File: src/rtl/usb_rx_pkg.sv
// Shared types and constants for the USB RX packet buffer and the RX decoder.
package usb_rx_pkg;

  typedef enum logic [1:0] {
    IDLE,
    ACTIVE,
    DONE,
    ERR
  } rx_buf_state_t;

  localparam int RX_BUF_DEPTH_DEF = 64;

  localparam logic [2:0] RX_PKT_NONE  = 3'd0;
  localparam logic [2:0] RX_PKT_OUT   = 3'd1;
  localparam logic [2:0] RX_PKT_IN    = 3'd2;
  localparam logic [2:0] RX_PKT_SETUP = 3'd3;
  localparam logic [2:0] RX_PKT_DATA0 = 3'd4;
  localparam logic [2:0] RX_PKT_DATA1 = 3'd5;
  localparam logic [2:0] RX_PKT_ACK   = 3'd6;
  localparam logic [2:0] RX_PKT_NAK   = 3'd7;

endpackage

File: src/rtl/usb_rx_buf_ctrl_if.sv
// RX-side strobes plus host-side read/status signals of the USB RX packet buffer.
interface usb_rx_buf_ctrl_if #(
  parameter int DEPTH = usb_rx_pkg::RX_BUF_DEPTH_DEF
);
  localparam int CNT_W = $clog2(DEPTH) + 1;

  logic             rx_transfer_active;
  logic             store_rx_packet_data;
  logic [7:0]       rx_packet_data;
  logic [2:0]       rx_packet;
  logic             rx_data_ready;
  logic             rx_error;
  logic             flush;
  logic             get_rx_data;
  logic             host_clear;
  logic [7:0]       rd_data;
  logic [CNT_W-1:0] buffer_occupancy;
  logic             rx_pkt_valid;
  logic [2:0]       rx_pkt_type;
  logic             rx_err_flag;
  logic             overflow;
  logic             rx_busy;
  logic [7:0]       rx_pkt_count;

  modport slave (
    input  rx_transfer_active, store_rx_packet_data, rx_packet_data, rx_packet,
           rx_data_ready, rx_error, flush, get_rx_data, host_clear,
    output rd_data, buffer_occupancy, rx_pkt_valid, rx_pkt_type, rx_err_flag,
           overflow, rx_busy, rx_pkt_count
  );

  modport master (
    output rx_transfer_active, store_rx_packet_data, rx_packet_data, rx_packet,
           rx_data_ready, rx_error, flush, get_rx_data, host_clear,
    input  rd_data, buffer_occupancy, rx_pkt_valid, rx_pkt_type, rx_err_flag,
           overflow, rx_busy, rx_pkt_count
  );

endinterface

File: src/rtl/usb_rx_buf_mem.sv
// DEPTH x 8 byte FIFO storage with wrapping pointers, occupancy count and show-ahead head byte.
module usb_rx_buf_mem #(
  parameter int DEPTH  = 64,
  parameter int ADDR_W = $clog2(DEPTH),
  parameter int CNT_W  = ADDR_W + 1
) (
  input  logic             clk,
  input  logic             n_rst,
  input  logic             wr_en,
  input  logic             rd_en,
  input  logic             clr,
  input  logic [7:0]       wdata,
  output logic [7:0]       rdata,
  output logic [CNT_W-1:0] count
);

  logic [7:0]        mem_q [DEPTH];
  logic [ADDR_W-1:0] wptr_q, wptr_d;
  logic [ADDR_W-1:0] rptr_q, rptr_d;
  logic [CNT_W-1:0]  count_q, count_d;

  // Callers pre-qualify wr_en/rd_en against full/empty; clr overrides both.
  always_comb begin
    wptr_d  = wptr_q;
    rptr_d  = rptr_q;
    count_d = count_q;
    if (clr) begin
      wptr_d  = '0;
      rptr_d  = '0;
      count_d = '0;
    end else begin
      if (wr_en) wptr_d = wptr_q + 1'b1;
      if (rd_en) rptr_d = rptr_q + 1'b1;
      count_d = count_q + CNT_W'(wr_en) - CNT_W'(rd_en);
    end
  end

  always_ff @(posedge clk or negedge n_rst) begin
    if (!n_rst) begin
      wptr_q  <= '0;
      rptr_q  <= '0;
      count_q <= '0;
    end else begin
      wptr_q  <= wptr_d;
      rptr_q  <= rptr_d;
      count_q <= count_d;
    end
  end

  always_ff @(posedge clk) begin
    if (wr_en && !clr) mem_q[wptr_q] <= wdata;
  end

  assign rdata = (count_q == '0) ? 8'h00 : mem_q[rptr_q];
  assign count = count_q;

endmodule

File: src/rtl/usb_rx_buf_ctrl.sv
// USB RX packet buffer controller: FSM, status flags and RX-write / host-read arbitration.
// Optional good-packet counter enabled by defining USB_RX_PKT_COUNT_EN.
module usb_rx_buf_ctrl
  import usb_rx_pkg::*;
#(
  parameter int DEPTH  = RX_BUF_DEPTH_DEF,
  parameter int ADDR_W = $clog2(DEPTH),
  parameter int CNT_W  = ADDR_W + 1
) (
  input  logic               clk,
  input  logic               n_rst,
  usb_rx_buf_ctrl_if.slave   bus
);

  rx_buf_state_t    state_q, state_d;
  logic             valid_q, valid_d;
  logic             err_q, err_d;
  logic             ovf_q, ovf_d;
  logic             busy_q, busy_d;
  logic [2:0]       type_q, type_d;
  logic             act_q;
  logic             wr_en, rd_en, clr, full, empty, act_rise, ovf_set;
  logic [CNT_W-1:0] count;
  logic [7:0]       rdata;

  usb_rx_buf_mem #(
    .DEPTH  (DEPTH),
    .ADDR_W (ADDR_W),
    .CNT_W  (CNT_W)
  ) u_mem (
    .clk   (clk),
    .n_rst (n_rst),
    .wr_en (wr_en),
    .rd_en (rd_en),
    .clr   (clr),
    .wdata (bus.rx_packet_data),
    .rdata (rdata),
    .count (count)
  );

  // A pop frees the slot on the same edge, so a write is allowed at full when popping.
  always_comb begin
    full     = (count == CNT_W'(DEPTH));
    empty    = (count == '0);
    act_rise = bus.rx_transfer_active & ~act_q;
    rd_en    = bus.get_rx_data & ~empty;
    wr_en    = (state_q == ACTIVE) & bus.store_rx_packet_data & (~full | rd_en);
    clr      = bus.flush | bus.host_clear | ((state_q == ACTIVE) & bus.rx_error);
    ovf_set  = (state_q == ACTIVE) & bus.store_rx_packet_data & full & ~rd_en & ~clr;
  end

  always_comb begin
    state_d = state_q;
    valid_d = valid_q;
    err_d   = err_q;
    ovf_d   = ovf_q;
    type_d  = type_q;
    if (bus.host_clear) begin
      state_d = IDLE;
      valid_d = 1'b0;
      err_d   = 1'b0;
      ovf_d   = 1'b0;
    end else begin
      case (state_q)
        IDLE: if (bus.rx_transfer_active) begin
          state_d = ACTIVE;
          valid_d = 1'b0;
          err_d   = 1'b0;
          ovf_d   = 1'b0;
        end
        ACTIVE: begin
          if (ovf_set) ovf_d = 1'b1;
          if (bus.rx_error) begin
            state_d = ERR;
            err_d   = 1'b1;
          end else if (bus.rx_data_ready) begin
            state_d = DONE;
            type_d  = bus.rx_packet;
            valid_d = 1'b1;
          end
        end
        DONE: begin
          if (bus.rx_transfer_active) begin
            state_d = ACTIVE;
            valid_d = 1'b0;
          end else if (empty) begin
            state_d = IDLE;
          end
        end
        ERR: if (act_rise) begin
          state_d = ACTIVE;
          valid_d = 1'b0;
          err_d   = 1'b0;
          ovf_d   = 1'b0;
        end
        default: state_d = IDLE;
      endcase
    end
    busy_d = (state_d == ACTIVE);
  end

  always_ff @(posedge clk or negedge n_rst) begin
    if (!n_rst) begin
      state_q <= IDLE;
      valid_q <= 1'b0;
      err_q   <= 1'b0;
      ovf_q   <= 1'b0;
      busy_q  <= 1'b0;
      type_q  <= '0;
      act_q   <= 1'b0;
    end else begin
      state_q <= state_d;
      valid_q <= valid_d;
      err_q   <= err_d;
      ovf_q   <= ovf_d;
      busy_q  <= busy_d;
      type_q  <= type_d;
      act_q   <= bus.rx_transfer_active;
    end
  end

`ifdef USB_RX_PKT_COUNT_EN
  logic [7:0] pkt_cnt_q, pkt_cnt_d;

  always_comb begin
    pkt_cnt_d = pkt_cnt_q;
    if ((state_q == ACTIVE) && (state_d == DONE) && (pkt_cnt_q != 8'hFF))
      pkt_cnt_d = pkt_cnt_q + 8'd1;
  end

  always_ff @(posedge clk or negedge n_rst) begin
    if (!n_rst) pkt_cnt_q <= '0;
    else        pkt_cnt_q <= pkt_cnt_d;
  end

  assign bus.rx_pkt_count = pkt_cnt_q;
`else
  assign bus.rx_pkt_count = 8'h00;
`endif

  assign bus.rd_data          = rdata;
  assign bus.buffer_occupancy = count;
  assign bus.rx_pkt_valid     = valid_q;
  assign bus.rx_pkt_type      = type_q;
  assign bus.rx_err_flag      = err_q;
  assign bus.overflow         = ovf_q;
  assign bus.rx_busy          = busy_q;

endmodule
File: src/flat_wrapper.sv
// flat-port wrapper written by rule: the top's interface ports become plain ports
module usb_rx_buf_ctrl_flat import usb_rx_pkg::*;
#(
  parameter int DEPTH  = RX_BUF_DEPTH_DEF,
  parameter int ADDR_W = $clog2(DEPTH),
  parameter int CNT_W  = ADDR_W + 1
)
  (clk, n_rst, bus_rx_transfer_active, bus_store_rx_packet_data, bus_rx_packet_data, bus_rx_packet, bus_rx_data_ready, bus_rx_error, bus_flush, bus_get_rx_data, bus_host_clear, bus_rd_data, bus_buffer_occupancy, bus_rx_pkt_valid, bus_rx_pkt_type, bus_rx_err_flag, bus_overflow, bus_rx_busy, bus_rx_pkt_count);
  usb_rx_buf_ctrl_if #(.DEPTH(DEPTH)) bus_i ();
  input  logic clk;
  input  logic n_rst;
  input wire logic [$bits(bus_i.rx_transfer_active)-1:0] bus_rx_transfer_active;
  input wire logic [$bits(bus_i.store_rx_packet_data)-1:0] bus_store_rx_packet_data;
  input wire logic [$bits(bus_i.rx_packet_data)-1:0] bus_rx_packet_data;
  input wire logic [$bits(bus_i.rx_packet)-1:0] bus_rx_packet;
  input wire logic [$bits(bus_i.rx_data_ready)-1:0] bus_rx_data_ready;
  input wire logic [$bits(bus_i.rx_error)-1:0] bus_rx_error;
  input wire logic [$bits(bus_i.flush)-1:0] bus_flush;
  input wire logic [$bits(bus_i.get_rx_data)-1:0] bus_get_rx_data;
  input wire logic [$bits(bus_i.host_clear)-1:0] bus_host_clear;
  output wire logic [$bits(bus_i.rd_data)-1:0] bus_rd_data;
  output wire logic [$bits(bus_i.buffer_occupancy)-1:0] bus_buffer_occupancy;
  output wire logic [$bits(bus_i.rx_pkt_valid)-1:0] bus_rx_pkt_valid;
  output wire logic [$bits(bus_i.rx_pkt_type)-1:0] bus_rx_pkt_type;
  output wire logic [$bits(bus_i.rx_err_flag)-1:0] bus_rx_err_flag;
  output wire logic [$bits(bus_i.overflow)-1:0] bus_overflow;
  output wire logic [$bits(bus_i.rx_busy)-1:0] bus_rx_busy;
  output wire logic [$bits(bus_i.rx_pkt_count)-1:0] bus_rx_pkt_count;
  assign bus_i.rx_transfer_active = bus_rx_transfer_active;
  assign bus_i.store_rx_packet_data = bus_store_rx_packet_data;
  assign bus_i.rx_packet_data = bus_rx_packet_data;
  assign bus_i.rx_packet = bus_rx_packet;
  assign bus_i.rx_data_ready = bus_rx_data_ready;
  assign bus_i.rx_error = bus_rx_error;
  assign bus_i.flush = bus_flush;
  assign bus_i.get_rx_data = bus_get_rx_data;
  assign bus_i.host_clear = bus_host_clear;
  assign bus_rd_data = bus_i.rd_data;
  assign bus_buffer_occupancy = bus_i.buffer_occupancy;
  assign bus_rx_pkt_valid = bus_i.rx_pkt_valid;
  assign bus_rx_pkt_type = bus_i.rx_pkt_type;
  assign bus_rx_err_flag = bus_i.rx_err_flag;
  assign bus_overflow = bus_i.overflow;
  assign bus_rx_busy = bus_i.rx_busy;
  assign bus_rx_pkt_count = bus_i.rx_pkt_count;
  usb_rx_buf_ctrl #(.DEPTH(DEPTH), .ADDR_W(ADDR_W), .CNT_W(CNT_W)) u_core (.clk(clk), .n_rst(n_rst), .bus(bus_i));
endmodule
File: config.mk
export PLATFORM = sky130hd
export DESIGN_NAME = usb_rx_buf_ctrl_flat
export DESIGN_NICKNAME = d
export VERILOG_FILES = /design/src/rtl/usb_rx_pkg.sv /design/src/rtl/usb_rx_buf_ctrl_if.sv /design/src/rtl/usb_rx_buf_mem.sv /design/src/rtl/usb_rx_buf_ctrl.sv /design/src/flat_wrapper.sv
export SDC_FILE = /design/constraint.sdc
export NUM_CORES = 1
export LEC_CHECK = 0
export CAP_MARGIN = 20
export CORE_AREA = 5 5 200 202
export CTS_BUF_LIST = sky130_fd_sc_hd__clkbuf_8
export DETAILED_ROUTE_END_ITERATION = 7
export DIE_AREA = 0 0 205 207
export PLACE_DENSITY = 0.77
export SYNTH_ARGS = -nofsm -noshare
export SYNTH_HDL_FRONTEND = slang
export SYNTH_HIERARCHICAL = 1
export SYNTH_SLANG_ARGS = --single-unit
File: constraint.sdc
create_clock -name clk -period 2.6 [get_ports clk]
set_input_delay 0.52 -clock clk [delete_from_list [all_inputs] [get_ports clk]]
set_output_delay 0.52 -clock clk [all_outputs]
set_load 0.05 [all_outputs]
==> results.py <==
metrics = {
    "outcome": {
        "status": "finished with violations",
        "violations": "setup timing",
    },
    "global_route": {
        "grt_max_degree": 65,
        "antenna_found_initial": 0,
        "overflow": 0,
        "grt_pass1_vias": 12502,
        "grt_usage_pct": 24.3,
        "grt_pass1_wl_um": 77000,
    },
    "sta": {
        "final.setup.tns_ns": -67.12,
        "rsz0062_at_grt": "true",
        "slew_headroom_pct": 42.8,
        "whs_ns": 0.134,
        "final_max_slew_viol_count": 0,
        "finalSetupViolCount": 515,
        "min_period_over_period_pct": 135,
        "max_freq_ghz": 0.285,
        "hold_violations": 0,
        "finalClockSkew_ns": 0.0356,
        "setup_slack_ns": -0.906,
        "tightest_slew_ns": 0.858,
        "min_period_ns": 3.51,
    },
    "finish": {
        "final_common_cell": "edfxtp_1",
        "fin_util_pct": 70.8,
        "n_antenna_cell": 0,
        "drive_above_1_share_pct": 36.9,
        "final.fill_count": 2196,
        "final_cell_mix": "edfxtp_1 (512), mux2i_1 (95), buf_4 (91), mux4_2 (87), clkbuf_8 (86)",
        "syn_to_final_growth_pct": 24.8,
        "num-nets-final": 1457,
        "layoutNonFillerInstCount": 2002,
        "finalInstanceArea_um2": 27000,
    },
    "yosys": {
        "ys_warn_count": 6,
        "synth.area.top_cells": "edfxtp_1 (71%), mux4_2 (9.1%), mux2i_1 (5.0%)",
        "synth.area.mux_share_pct": 14.2,
        "synth_top_family_by_area": "multiplexers",
        "ys_seq_elements": 541,
        "synth_top_area_cell": "edfxtp_1",
        "synth-xor-area-share_pct": 0.486,
        "synthAdderAreaFrac_pct": 0.961,
        "ys_types": 53,
        "synth_compound_area_share_pct": 4.47,
        "synthFlopType": "edfxtp_1",
        "synth_top_area_share_pct": 71.1,
        "syn_area_per_cell_um2": 18.6,
        "synth_edf_count": 512,
        "synth_cells": 1162,
        "yosysSeqAreaShare_pct": 74.5,
        "netlist_area_um2": 21600,
        "yosys.area_share.simple_pct": 3.40,
        "async_flop_share_pct": 5.36,
    },
    "floorplan": {
        "die_h_um": 207,
        "initial_utilization_pct": 56.7,
        "dieArea_um2": 42400,
        "core_um2": 38100,
        "io_pins": 50,
        "die_w_um": 205,
        "num_rows": 72,
    },
    "clocking": {
        "cts_root_buffer": "clkbuf_8",
        "h-tree-depth": 3,
        "cts_buffers": 85,
        "cts.sinks": 541,
        "clk_latency_ns": 0.65,
        "tritoncts": "done",
        "clockBufferDepth": 3,
        "cts.clk_slew.worst_paths_ns": 0.06,
    },
    "placement": {
        "hpwlAfterDp_um": 31800,
        "port_buffers": 41,
        "place_congestion": 0.840,
        "dp.cells": 1832,
        "pre_cts_ws_ns": -0.393,
        "dpl_cell_area_um2": 24500,
    },
    "power": {
        "p_comb_share_pct": 21.7,
        "power_frac_seq_pct": 46.7,
        "power_density_nw_per_um2": 769,
        "p_leak_nw": 8.90,
        "switching_share_pct": 27.1,
        "peakVddDrop_v": 0.000800,
        "p_switching_mw": 5.63,
        "p_clk_share_pct": 31.6,
        "p_int_mw": 15.1,
        "total_power_mw": 20.7,
    },
    "drt": {
        "first_pass_iters": 5,
        "wl_met3_um": 4710,
        "drc": 0,
        "drt_iter0_markers": 1269,
        "wl_met1_um": 19300,
        "ant_nets": 0,
        "wl_per_cell_um": 26.1,
        "routed_wirelength_um": 52200,
        "highest_layer": "met4",
        "wl_met2_um": 26400,
        "vias": 12142,
        "vias_per_cell": 6.06,
    },
    "setup_path": {
        "crit_path_end_kind": "output pin",
        "required_ns": 2.08,
        "arrival_ns": 2.99,
        "start_kind": "flop",
        "path_class": "flop to output pin",
        "cp_max_fo": 7,
    },
    "worst_hold_path": {
        "worstHoldPathType": "input port to flop",
    },
    "run": {
        "maxCapViolCount": 0,
    },
}
## registers in the layout, summed over array words and instances (netlist names)
register,count
u_core/bus.rx_busy,1
u_core/u_mem/mem_q,512
u_core/bus.overflow,1
u_core/act_q,1
u_core/u_mem/wptr_q,6
u_core/bus.rx_pkt_type,3
u_core/bus.rx_err_flag,1
u_core/state_q,2
u_core/u_mem/count,7
u_core/bus.rx_pkt_valid,1
u_core/u_mem/rptr_q,6
## worst max-delay path, cell delays in order (launching register included)
cell      delay (ns)
dfrtp_4         0.55
buf_12          0.18
buf_12          0.14
buf_16          0.15
mux2i_4         0.20
a221oi_2        0.33
o21ai_1         0.17
o211ai_1        0.17
a32o_2          0.30
buf_12          0.15
## power groups by stage
stage | clock network (mW) | logic, mW | registers [mW]
floorplan | 0 | 2.13 | 10.1
global placement | 0 | 3.83 | 9.88
detailed placement | 0 | 3.94 | 9.88
CTS | 6.65 | 4.27 | 9.70
global route | 7.16 | 4.73 | 9.70
finish | 6.55 | 4.50 | 9.70
## synthesized netlist by cell type, types with 7 or more instances
library cell	instances
a21oi_1	32
o22ai_1	14
nand3_1	8
nand2_1	18
inv_1	16
o21ai_0	38
mux2i_1	107
a221oi_1	10
ha_1	15
clkbuf_1	31
buf_4	16
edfxtp_1	512
nor2b_1	7
nor2_1	97
a32o_1	9
dfrtp_1	29
buf_2	15
o221ai_1	15
mux4_2	87
a211oi_1	14
## layout make-up
| class | count | area (um2) | area share [%] |
|---|---|---|---|
| sequential | 541 | 16100 | 59.7 |
| multi-input combinational | 539 | 5680 | 21.1 |
| timing repair buffer | 237 | 2930 | 10.8 |
| clock buffer | 86 | 1180 | 4.39 |
| tap | 518 | 648 | 2.40 |
| clock inverter | 64 | 360 | 1.34 |
| inverter | 17 | 63.8 | 0.237 |
## routing by layer
metal	track usage, %	vias up
li1	-	5222
met1	33.4	6182
met3	5.71	113
met2	38.8	625
met4	8.22	0
met5	0	-
## kinds of logic (layout without fill, tap and decap cells)
| logic type | count (synthesis) | count (layout) |
|---|---|---|
| XOR/XNOR | 12 | 12 |
| adder cells (fa/ha/maj) | 16 | 16 |
| AO/OA/AOI/OAI | 147 | 147 |
| multiplexers | 197 | 197 |
| buffers and inverters | 89 | 404 |
| flip-flops | 541 | 541 |
| AND/OR/NAND/NOR | 159 | 159 |
| other | 1 | 8 |
## worst paths after layout
check	startpoint	endpoint	slack, ns	cells after the start
max	u_core/u_mem/rptr_q[0]	bus_rd_data[6]	-0.91	9
min	bus_rx_packet_data[5]	u_core/u_mem/mem_q[2][5]	0.13	1
max reg2reg	u_core/u_mem/count[3]	u_core/u_mem/count[6]	-0.32	16
min reg2reg	u_core/bus.rx_pkt_type[1]	u_core/bus.rx_pkt_type[1]	0.51	1
max in group asynchronous	n_rst	u_core/u_mem/rptr_q[0]	1.98	2
min in group asynchronous	n_rst	u_core/bus.rx_pkt_valid	0.28	2
## what timing repair did
action	4_1_cts	5_1_grt
endpoints found under the setup margin	12	514
hold buffers	0	0
gates cloned	4	1
buffers inserted	6	11
resized for setup	97	83
pin swaps	26	17
(Power assumes the default switching activity.)
